<file path="config.mk">
export PLATFORM = sky130hd
export DESIGN_NAME = gain_ramp_flat
export DESIGN_NICKNAME = d
export VERILOG_FILES = /design/src/rtl/gain_ramp_pkg.sv /design/src/rtl/gain_ramp_if.sv /design/src/rtl/gain_step_clamp.sv /design/src/rtl/gain_ramp.sv /design/src/flat_wrapper.sv
export SDC_FILE = /design/constraint.sdc
export NUM_CORES = 1
export LEC_CHECK = 0
export CAP_MARGIN = 20
export CORE_ASPECT_RATIO = 1.2
export CORE_MARGIN = 5
export CORE_UTILIZATION = 51
export DETAILED_ROUTE_END_ITERATION = 7
export GPL_ROUTABILITY_DRIVEN = 0
export HOLD_SLACK_MARGIN = 0.06
export PLACE_DENSITY = 0.77
export REMOVE_ABC_BUFFERS = 1
export SLEW_MARGIN = 30
export SYNTH_ARGS = -nofsm -noshare
export SYNTH_HDL_FRONTEND = slang
export SYNTH_SLANG_ARGS = --single-unit
</file>
<file path="constraint.sdc">
create_clock -name clk_i -period 4.5 [get_ports clk_i]
set_input_delay 1.35 -clock clk_i [delete_from_list [all_inputs] [get_ports clk_i]]
set_output_delay 1.35 -clock clk_i [all_outputs]
set_load 0.05 [all_outputs]
</file>
<file path="src/rtl/gain_ramp_pkg.sv">
// Shared definitions for the gain ramp and its attenuator (package gabella_gain_pkg).
// The attenuator and gain_ramp both take DEFAULT_MULT_W so their coefficient widths agree.
package gabella_gain_pkg;

  // Coefficient width shared with the attenuator multiplier; gain is Q1.(MULT_W-1)
  localparam int DEFAULT_MULT_W = 9;

  typedef enum logic [1:0] {
    SETTLED = 2'd0,
    RISING  = 2'd1,
    FALLING = 2'd2,
    MUTED   = 2'd3
  } gain_state_e;

  // Largest representable positive gain (unity itself is not representable)
  function automatic int max_gain(input int mult_w);
    return (1 << (mult_w - 1)) - 1;
  endfunction

endpackage

</file>
<file path="src/rtl/gain_ramp_if.sv">
// Control/coefficient bundle between the gain source (master) and gain_ramp (slave).
interface gain_ramp_if #(
  parameter int MULT_W = gabella_gain_pkg::DEFAULT_MULT_W
);
  logic              sample_tick_i;
  logic [MULT_W-2:0] target_i;
  logic              mute_i;
  logic [MULT_W-1:0] mult_o;
  logic              busy_o;
  logic              muted_o;

  modport master (
    output sample_tick_i, target_i, mute_i,
    input  mult_o, busy_o, muted_o
  );

  modport slave (
    input  sample_tick_i, target_i, mute_i,
    output mult_o, busy_o, muted_o
  );
endinterface

</file>
<file path="src/rtl/gain_step_clamp.sv">
// Saturating step of the gain magnitude toward a target, never overshooting it.
// Arithmetic is widened to MULT_W+1 bits so cur+STEP cannot wrap.
module gain_step_clamp #(
  parameter int MULT_W = gabella_gain_pkg::DEFAULT_MULT_W,
  parameter int STEP   = 4
) (
  input  logic [MULT_W-2:0] cur,
  input  logic [MULT_W-2:0] target,
  output logic [MULT_W-2:0] nxt
);
  localparam logic [MULT_W:0] STEP_X = (MULT_W+1)'(STEP);

  logic [MULT_W:0] cur_x;
  logic [MULT_W:0] tgt_x;
  logic [MULT_W:0] up_x;
  logic [MULT_W:0] dn_x;

  assign cur_x = {2'b00, cur};
  assign tgt_x = {2'b00, target};
  assign up_x  = cur_x + STEP_X;
  assign dn_x  = cur_x - STEP_X;

  // Move one step toward target, landing exactly on it when closer than one step
  always_comb begin
    nxt = cur;
    if (cur_x < tgt_x) begin
      nxt = (up_x >= tgt_x) ? target : (MULT_W-1)'(up_x);
    end else if (cur_x > tgt_x) begin
      nxt = (cur_x <= tgt_x + STEP_X) ? target : (MULT_W-1)'(dn_x);
    end
  end
endmodule

</file>
<file path="src/rtl/gain_ramp.sv">
// Slews the attenuator gain coefficient toward its target by STEP per sample tick,
// with a click-free mute (fade to zero, hold, fade back in).
// Optional build macro GAIN_RAMP_HYST_EN adds a HYST-LSB dead-band on the target latch.
module gain_ramp
  import gabella_gain_pkg::*;
#(
  parameter int MULT_W = DEFAULT_MULT_W,
  parameter int STEP   = 4,
  parameter int HYST   = 2
) (
  input  logic      clk_i,
  input  logic      rst_n_i,
  gain_ramp_if.slave bus
);
  localparam int GW = MULT_W - 1;

  // Reject configurations whose step could never settle or whose dead-band is negative
  if (STEP < 1 || STEP > max_gain(MULT_W) || HYST < 0) begin : g_param_check
    $error("gain_ramp: STEP must be 1..max gain and HYST non-negative");
  end

  logic [GW-1:0] cur_reg;
  logic [GW-1:0] cur_next;
  logic [GW-1:0] latch_next;
  logic [GW-1:0] eff;
  gain_state_e   state_reg;
  gain_state_e   state_next;

`ifdef GAIN_RAMP_HYST_EN
  localparam logic [GW-1:0] MAX_G  = GW'(max_gain(MULT_W));
  localparam logic [GW-1:0] HYST_W = GW'(HYST);

  logic [GW-1:0] latch_reg;
  logic [GW-1:0] diff;

  // Accept a new target only outside the dead-band, but always let the end stops through
  always_comb begin
    diff       = (bus.target_i > latch_reg) ? (bus.target_i - latch_reg)
                                            : (latch_reg - bus.target_i);
    latch_next = latch_reg;
    if (diff > HYST_W || bus.target_i == '0 || bus.target_i == MAX_G) begin
      latch_next = bus.target_i;
    end
  end

  // Target latch, updated only on sample ticks
  always_ff @(posedge clk_i or negedge rst_n_i) begin
    if (!rst_n_i) begin
      latch_reg <= '0;
    end else if (bus.sample_tick_i) begin
      latch_reg <= latch_next;
    end
  end
`else
  assign latch_next = bus.target_i;
`endif

  assign eff = bus.mute_i ? '0 : latch_next;

  gain_step_clamp #(
    .MULT_W (MULT_W),
    .STEP   (STEP)
  ) u_step (
    .cur    (cur_reg),
    .target (eff),
    .nxt    (cur_next)
  );

  // Classify where the new coefficient sits relative to the effective target
  always_comb begin
    if (cur_next < eff) begin
      state_next = RISING;
    end else if (cur_next > eff) begin
      state_next = FALLING;
    end else if (eff == '0 && bus.mute_i) begin
      state_next = MUTED;
    end else begin
      state_next = SETTLED;
    end
  end

  // Coefficient and ramp state advance only on sample ticks; reset gives a muted soft start
  always_ff @(posedge clk_i or negedge rst_n_i) begin
    if (!rst_n_i) begin
      cur_reg   <= '0;
      state_reg <= MUTED;
    end else if (bus.sample_tick_i) begin
      cur_reg   <= cur_next;
      state_reg <= state_next;
    end
  end

  assign bus.mult_o  = {1'b0, cur_reg};
  assign bus.busy_o  = (state_reg == RISING) || (state_reg == FALLING);
  assign bus.muted_o = (state_reg == MUTED);
endmodule

</file>
<file path="src/flat_wrapper.sv">
// flat-port wrapper written by rule: the top's interface ports become plain ports
module gain_ramp_flat import gabella_gain_pkg::*;
#(
  parameter int MULT_W = DEFAULT_MULT_W,
  parameter int STEP   = 4,
  parameter int HYST   = 2
)
  (clk_i, rst_n_i, bus_sample_tick_i, bus_target_i, bus_mute_i, bus_mult_o, bus_busy_o, bus_muted_o);
  gain_ramp_if #(.MULT_W(MULT_W)) bus_i ();
  input  logic clk_i;
  input  logic rst_n_i;
  input wire logic [$bits(bus_i.sample_tick_i)-1:0] bus_sample_tick_i;
  input wire logic [$bits(bus_i.target_i)-1:0] bus_target_i;
  input wire logic [$bits(bus_i.mute_i)-1:0] bus_mute_i;
  output wire logic [$bits(bus_i.mult_o)-1:0] bus_mult_o;
  output wire logic [$bits(bus_i.busy_o)-1:0] bus_busy_o;
  output wire logic [$bits(bus_i.muted_o)-1:0] bus_muted_o;
  assign bus_i.sample_tick_i = bus_sample_tick_i;
  assign bus_i.target_i = bus_target_i;
  assign bus_i.mute_i = bus_mute_i;
  assign bus_mult_o = bus_i.mult_o;
  assign bus_busy_o = bus_i.busy_o;
  assign bus_muted_o = bus_i.muted_o;
  gain_ramp #(.MULT_W(MULT_W), .STEP(STEP), .HYST(HYST)) u_core (.clk_i(clk_i), .rst_n_i(rst_n_i), .bus(bus_i));
endmodule
</file>
## Word-level counts from Yosys, hierarchy flattened

Index checks and enable logic that the tools add are counted.
Widths: inputs -> output; s select.

- Register bits after elaboration: 10
- Input port bits: 12
- Output and inout port bits: 11
- Word-level logic and storage cells: 25

- Add/subtract/negate cells: 3
- Order comparisons: 6
- Equality and inequality tests: 3
- Multiplexer cells: 8
- Reduce and logical (&&, ||, !) cells: 3

Operators with widths:

| cell | number |
|---|---|
| $mux 8 | 5 |
| $add 8x3->9 const B | 2 |
| $gt 8x8->1 | 2 |
| $lt 8x8->1 | 2 |
| $ge 10x8->1 | 1 |
| $le 8x9->1 | 1 |
| $logic_not 8->1 | 1 |
| $sub 8x3->8 const B | 1 |
| $mux 2 | 3 |
| $eq 2x2->1 const B | 2 |
| $eq 2x1->1 const B | 1 |
| $logic_and 1x1->1 | 1 |
| $logic_or 1x1->1 | 1 |

## Longest topological paths before layout

- Word-level depth: 9
- Gate-level depth with buffers: 23

## Hierarchy

Synthesis repeated with hierarchy kept, for this count alone.

- Cells, all modules: 214
- Area, all modules: 1,739.2 sq um

By module, submodules not included:

| module | instances | cells an instance | area each (sq um) | sequential area each (sq um) |
|---|---|---|---|---|
| gain_step_clamp | 1 | 149 | 1,067.3 | 0.0 |
| gain_ramp | 1 | 65 | 671.9 | 252.7 |

## Worst setup path before layout

No wires, ideal clock.

- Kind: input-to-reg
- From: input port bus_mute_i
- To: register u_core.state_reg[0]
- Data arrival time: 5.280 ns
- Path slack: -0.841 ns
- Cell stages on the path: 22
- Cell sequence: nand2b_2 nor2_1 nand2_1 nor2_1 xnor2_1 ha_1 o21ai_0 a221oi_2 o21a_1 buf_6 mux2i_1 a221oi_2 a21oi_1 ha_1 a21o_1 a21oi_1 nor2b_1 a2111oi_1 or3b_1 a211o_1 nand2_1 a221o_1

- Longest elaborated chain between the ends: 9

Ends and longest elaborated chain:

| what | RTL line | text |
|---|---|---|
| from (decl) | flat_wrapper.sv:14 | `input wire logic [$bits(bus_i.mute_i)-1:0] bus_mute_i;` |
| $mux 8 (*) | gain_ramp.sv:58 | `assign eff = bus.mute_i ? '0 : latch_next;` |
| $add 8x3->9 | gain_step_clamp.sv:29 | `nxt = (cur_x <= tgt_x + STEP_X) ? target : (MULT_W-1)'(dn_x);` |
| $le 8x9->1 | gain_step_clamp.sv:29 |  |
| $mux 8 | gain_step_clamp.sv:29 |  |
| $mux 8 | gain_step_clamp.sv:28 | `end else if (cur_x > tgt_x) begin` |
| $mux 8 (*) | gain_step_clamp.sv:26 | `if (cur_x < tgt_x) begin` |
| via u_core.cur_next[5] | gain_ramp.sv:23 | `logic [GW-1:0] cur_next;` |
| $gt 8x8->1 | gain_ramp.sv:73 | `end else if (cur_next > eff) begin` |
| $mux 2 | gain_ramp.sv:73 |  |
| $mux 2 (*) | gain_ramp.sv:71 | `if (cur_next < eff) begin` |
| to (signal assigned) | gain_ramp.sv:89 | `state_reg <= state_next;` |
| to (decl) | gain_ramp.sv:26 | `gain_state_e state_reg;` |

Mark *: on every way through the listed nets, which the timed path passes. The rest lies on a longest branch.
A chain may end at the register's enable or synchronous reset.

## Final worst setup path

Same ends and word-level chain as after synthesis.

==> metrics.cfg <==
[outcome]
status=finished, violations left
violations=setup timing

[layout]
drive_gt1_frac=0.369
fill_cells=238
num_antenna_cells=0
areaGrowthSynthToFinish_pct=42.2
nNetsFinal=329
largest_reg_flops=8

[clocking]
clkLatencyLatePin_ns=0.23
clock_path_buffers=2
root_buffer=clkbuf_8
cts_tree=yes
clock_sinks=10
htreeDepth=1
clkTransAtPathRegs_ns=0.04
cts-buffers-inserted=3
cts_hold_buf=0

[drt]
vias=1900
drt-initial-drc-count=120
drt-total-wl_um=5370
antenna_left=0
firstDrtPassIters=4
post_drt_via_cell_ratio=5.86
wl_per_cell_um=16.6
drc_errors=0

[critical_path]
path_buf_inv=1
cpMaxStageDelayCell=or3b_1
crit_fanout=5
r2r_setup_slack_ns=0.31
cp.required_ns=4.67
worstPathCellList=buf_6, nand2b_4, nor2_4, nand2_1, nor2_1, xnor2_1, ha_1, nand4_1, nor3_2, a221oi_2, o21a_2, mux2i_1, o22ai_2, mux2i_1, ha_1, and4_4, a2111oi_4, or3b_1, a211o_1, nand2_2, a221o_1
cp-start-kind=input port
cpPeakStageDelay_ns=0.39
critPathKind=input port to flop
endpoint_kind=flop
r2r_cells=18
arrival_ns=5.17
path_depth=21
critPathTopFamily=compound AO/OA/AOI/OAI gates

[sta]
tightest_slew_ns=0.509
fin_crit_sh=1.11
max_slew_margin=0.652
fmax_mhz=200
period_needed_ns=5.00
hold_violations=0
rsz0062_at_grt=true
finalSetupViolCount=2
drv_slew=0
skew_ns=0.000615
setup_ws_ns=-0.500
fin_setup_tns_ns=-0.963

[placement]
dp_slack_ns=-1.44
port_buffers=21
dpl.hpwl_um=4080

[yosys]
synthTopCellsByArea=ha_1, dfrtp_1, mux2i_1
syn_inst=215
ys_types=59
synth_commonest_cells=ha_1, nand2_1, a21oi_1
synth_edf_count=0
netlist_area_um2=1800
synth_ff_type=dfrtp_1
ys_seq_area_frac=0.141
async_reset_ff_frac=1.00
synth.top_cell.area_share=0.202
syn_avg_cell_area_um2=8.35
netlist.top_cell.by_area=ha_1
synth_most_common_cell=ha_1
ys_warn_count=0
synth-seq-cells=10

[global_routing]
grtUsageTotal=0.229
grt_pass1_vias=1952
overflow=0
grt_pass1_wl_um=8930
grt_max_degree=13
antenna_found_initial=0

[worst_hold_path]
hold_depth=2
hold_class=flop to flop

[floorplan]
fp.dieH_um=75.0
io-pin-count=23
dieArea_um2=4810
die_width_um=64.2
row_count=23
start_util=0.533
fp.coreArea_um2=3370

[job]
drv_cap=0

[pwr]
powerDensity_nw_per_um2=912
totalPowerFinal_w=0.00233
irDropWorstVdd_mv=0.674
p_leak_nw=1.19

==> repair_timing <==
action	CTS	global route
pin swaps	23	15
setup endpoints to repair	2	2
setup buffers	4	4
resized for setup	47	8
==> final timing paths <==
path,end,from
min in group asynchronous,u_core.cur_reg[0],rst_n_i
min,u_core.state_reg[1],u_core.state_reg[1]
max reg2reg,u_core.state_reg[0],u_core.cur_reg[2]
min reg2reg,u_core.state_reg[1],u_core.state_reg[1]
max,u_core.state_reg[0],bus_mute_i
max in group asynchronous,u_core.state_reg[1],rst_n_i
==> power by group <==
| group | leakage, nW | total [W] | switching [W] | internal, W |
|---|---|---|---|---|
| registers | 0.118 | 0.000195 | 0.0000498 | 0.000145 |
| clock network | 0.0228 | 0.0000927 | 0.0000310 | 0.0000617 |
| logic | 1.05 | 0.00204 | 0.00106 | 0.000984 |
==> stage by stage <==
step	cell area [um^2]	cells	util	hold WS, ns
6_report	2550	324	0.758	0.511
4_1_cts	2490	320	0.740	0.516
5_1_grt	2550	324	0.758	0.543
3_3_place_gp	2350	312	0.699	0.499
2_1_floorplan	1740	206	-	0.479
3_5_place_dp	2350	312	0.699	0.509
==> cell type report <==
| class | instances | area, um^2 | share of cell area |
|---|---|---|---|
| clock buffers | 4 | 45.0 | 0.0176 |
| inverters | 14 | 52.6 | 0.0206 |
| multi-input cells | 182 | 1530 | 0.599 |
| flip-flops and latches | 10 | 253 | 0.0990 |
| well taps | 37 | 46.3 | 0.0181 |
| repair buffers | 77 | 627 | 0.245 |
==> cells in the final DEF (no fill, tap or decap), drive strengths merged, types with 6 or more instances in the layout <==
cell type	instances
inv	14
xnor2	6
dfrtp	8
nor2	13
nand3	8
ha	29
buf	61
o21a	6
clkdlybuf4s50	14
o21ai	9
nor2b	6
mux2i	10
nand2	20
a21oi	17
==> tightest hold or removal path: stages (launching register included) <==
cell      delay (ns)
dfstp_2         0.37
nor2_1          0.08
a211oi_1        0.06
==> cell families (layout without fill, tap and decap cells) <==
logic type,count (synthesis),count (layout),share of synthesized area
and+or+nand+nor,72,72,0.213
muxes,15,15,0.0892
xor gates and xnor gates,9,9,0.0439
AOI/OAI and AO/OA,56,56,0.246
DFF,10,10,0.141
other,1,1,0.00209
adders and majority gates,29,29,0.202
buffers and inverters,23,95,0.0627
==> metal layers <==
metal | GRT usage | vias up | share of wire
li1 | - | 933 | -
met1 | 0.279 | 906 | 0.42
met4 | 0.0747 | 0 | 0.017
met2 | 0.426 | 52 | 0.52
met5 | 0 | - | 0
met3 | 0.0209 | 9 | 0.038
No activity file was read; power rests on OpenSTA's default activity.
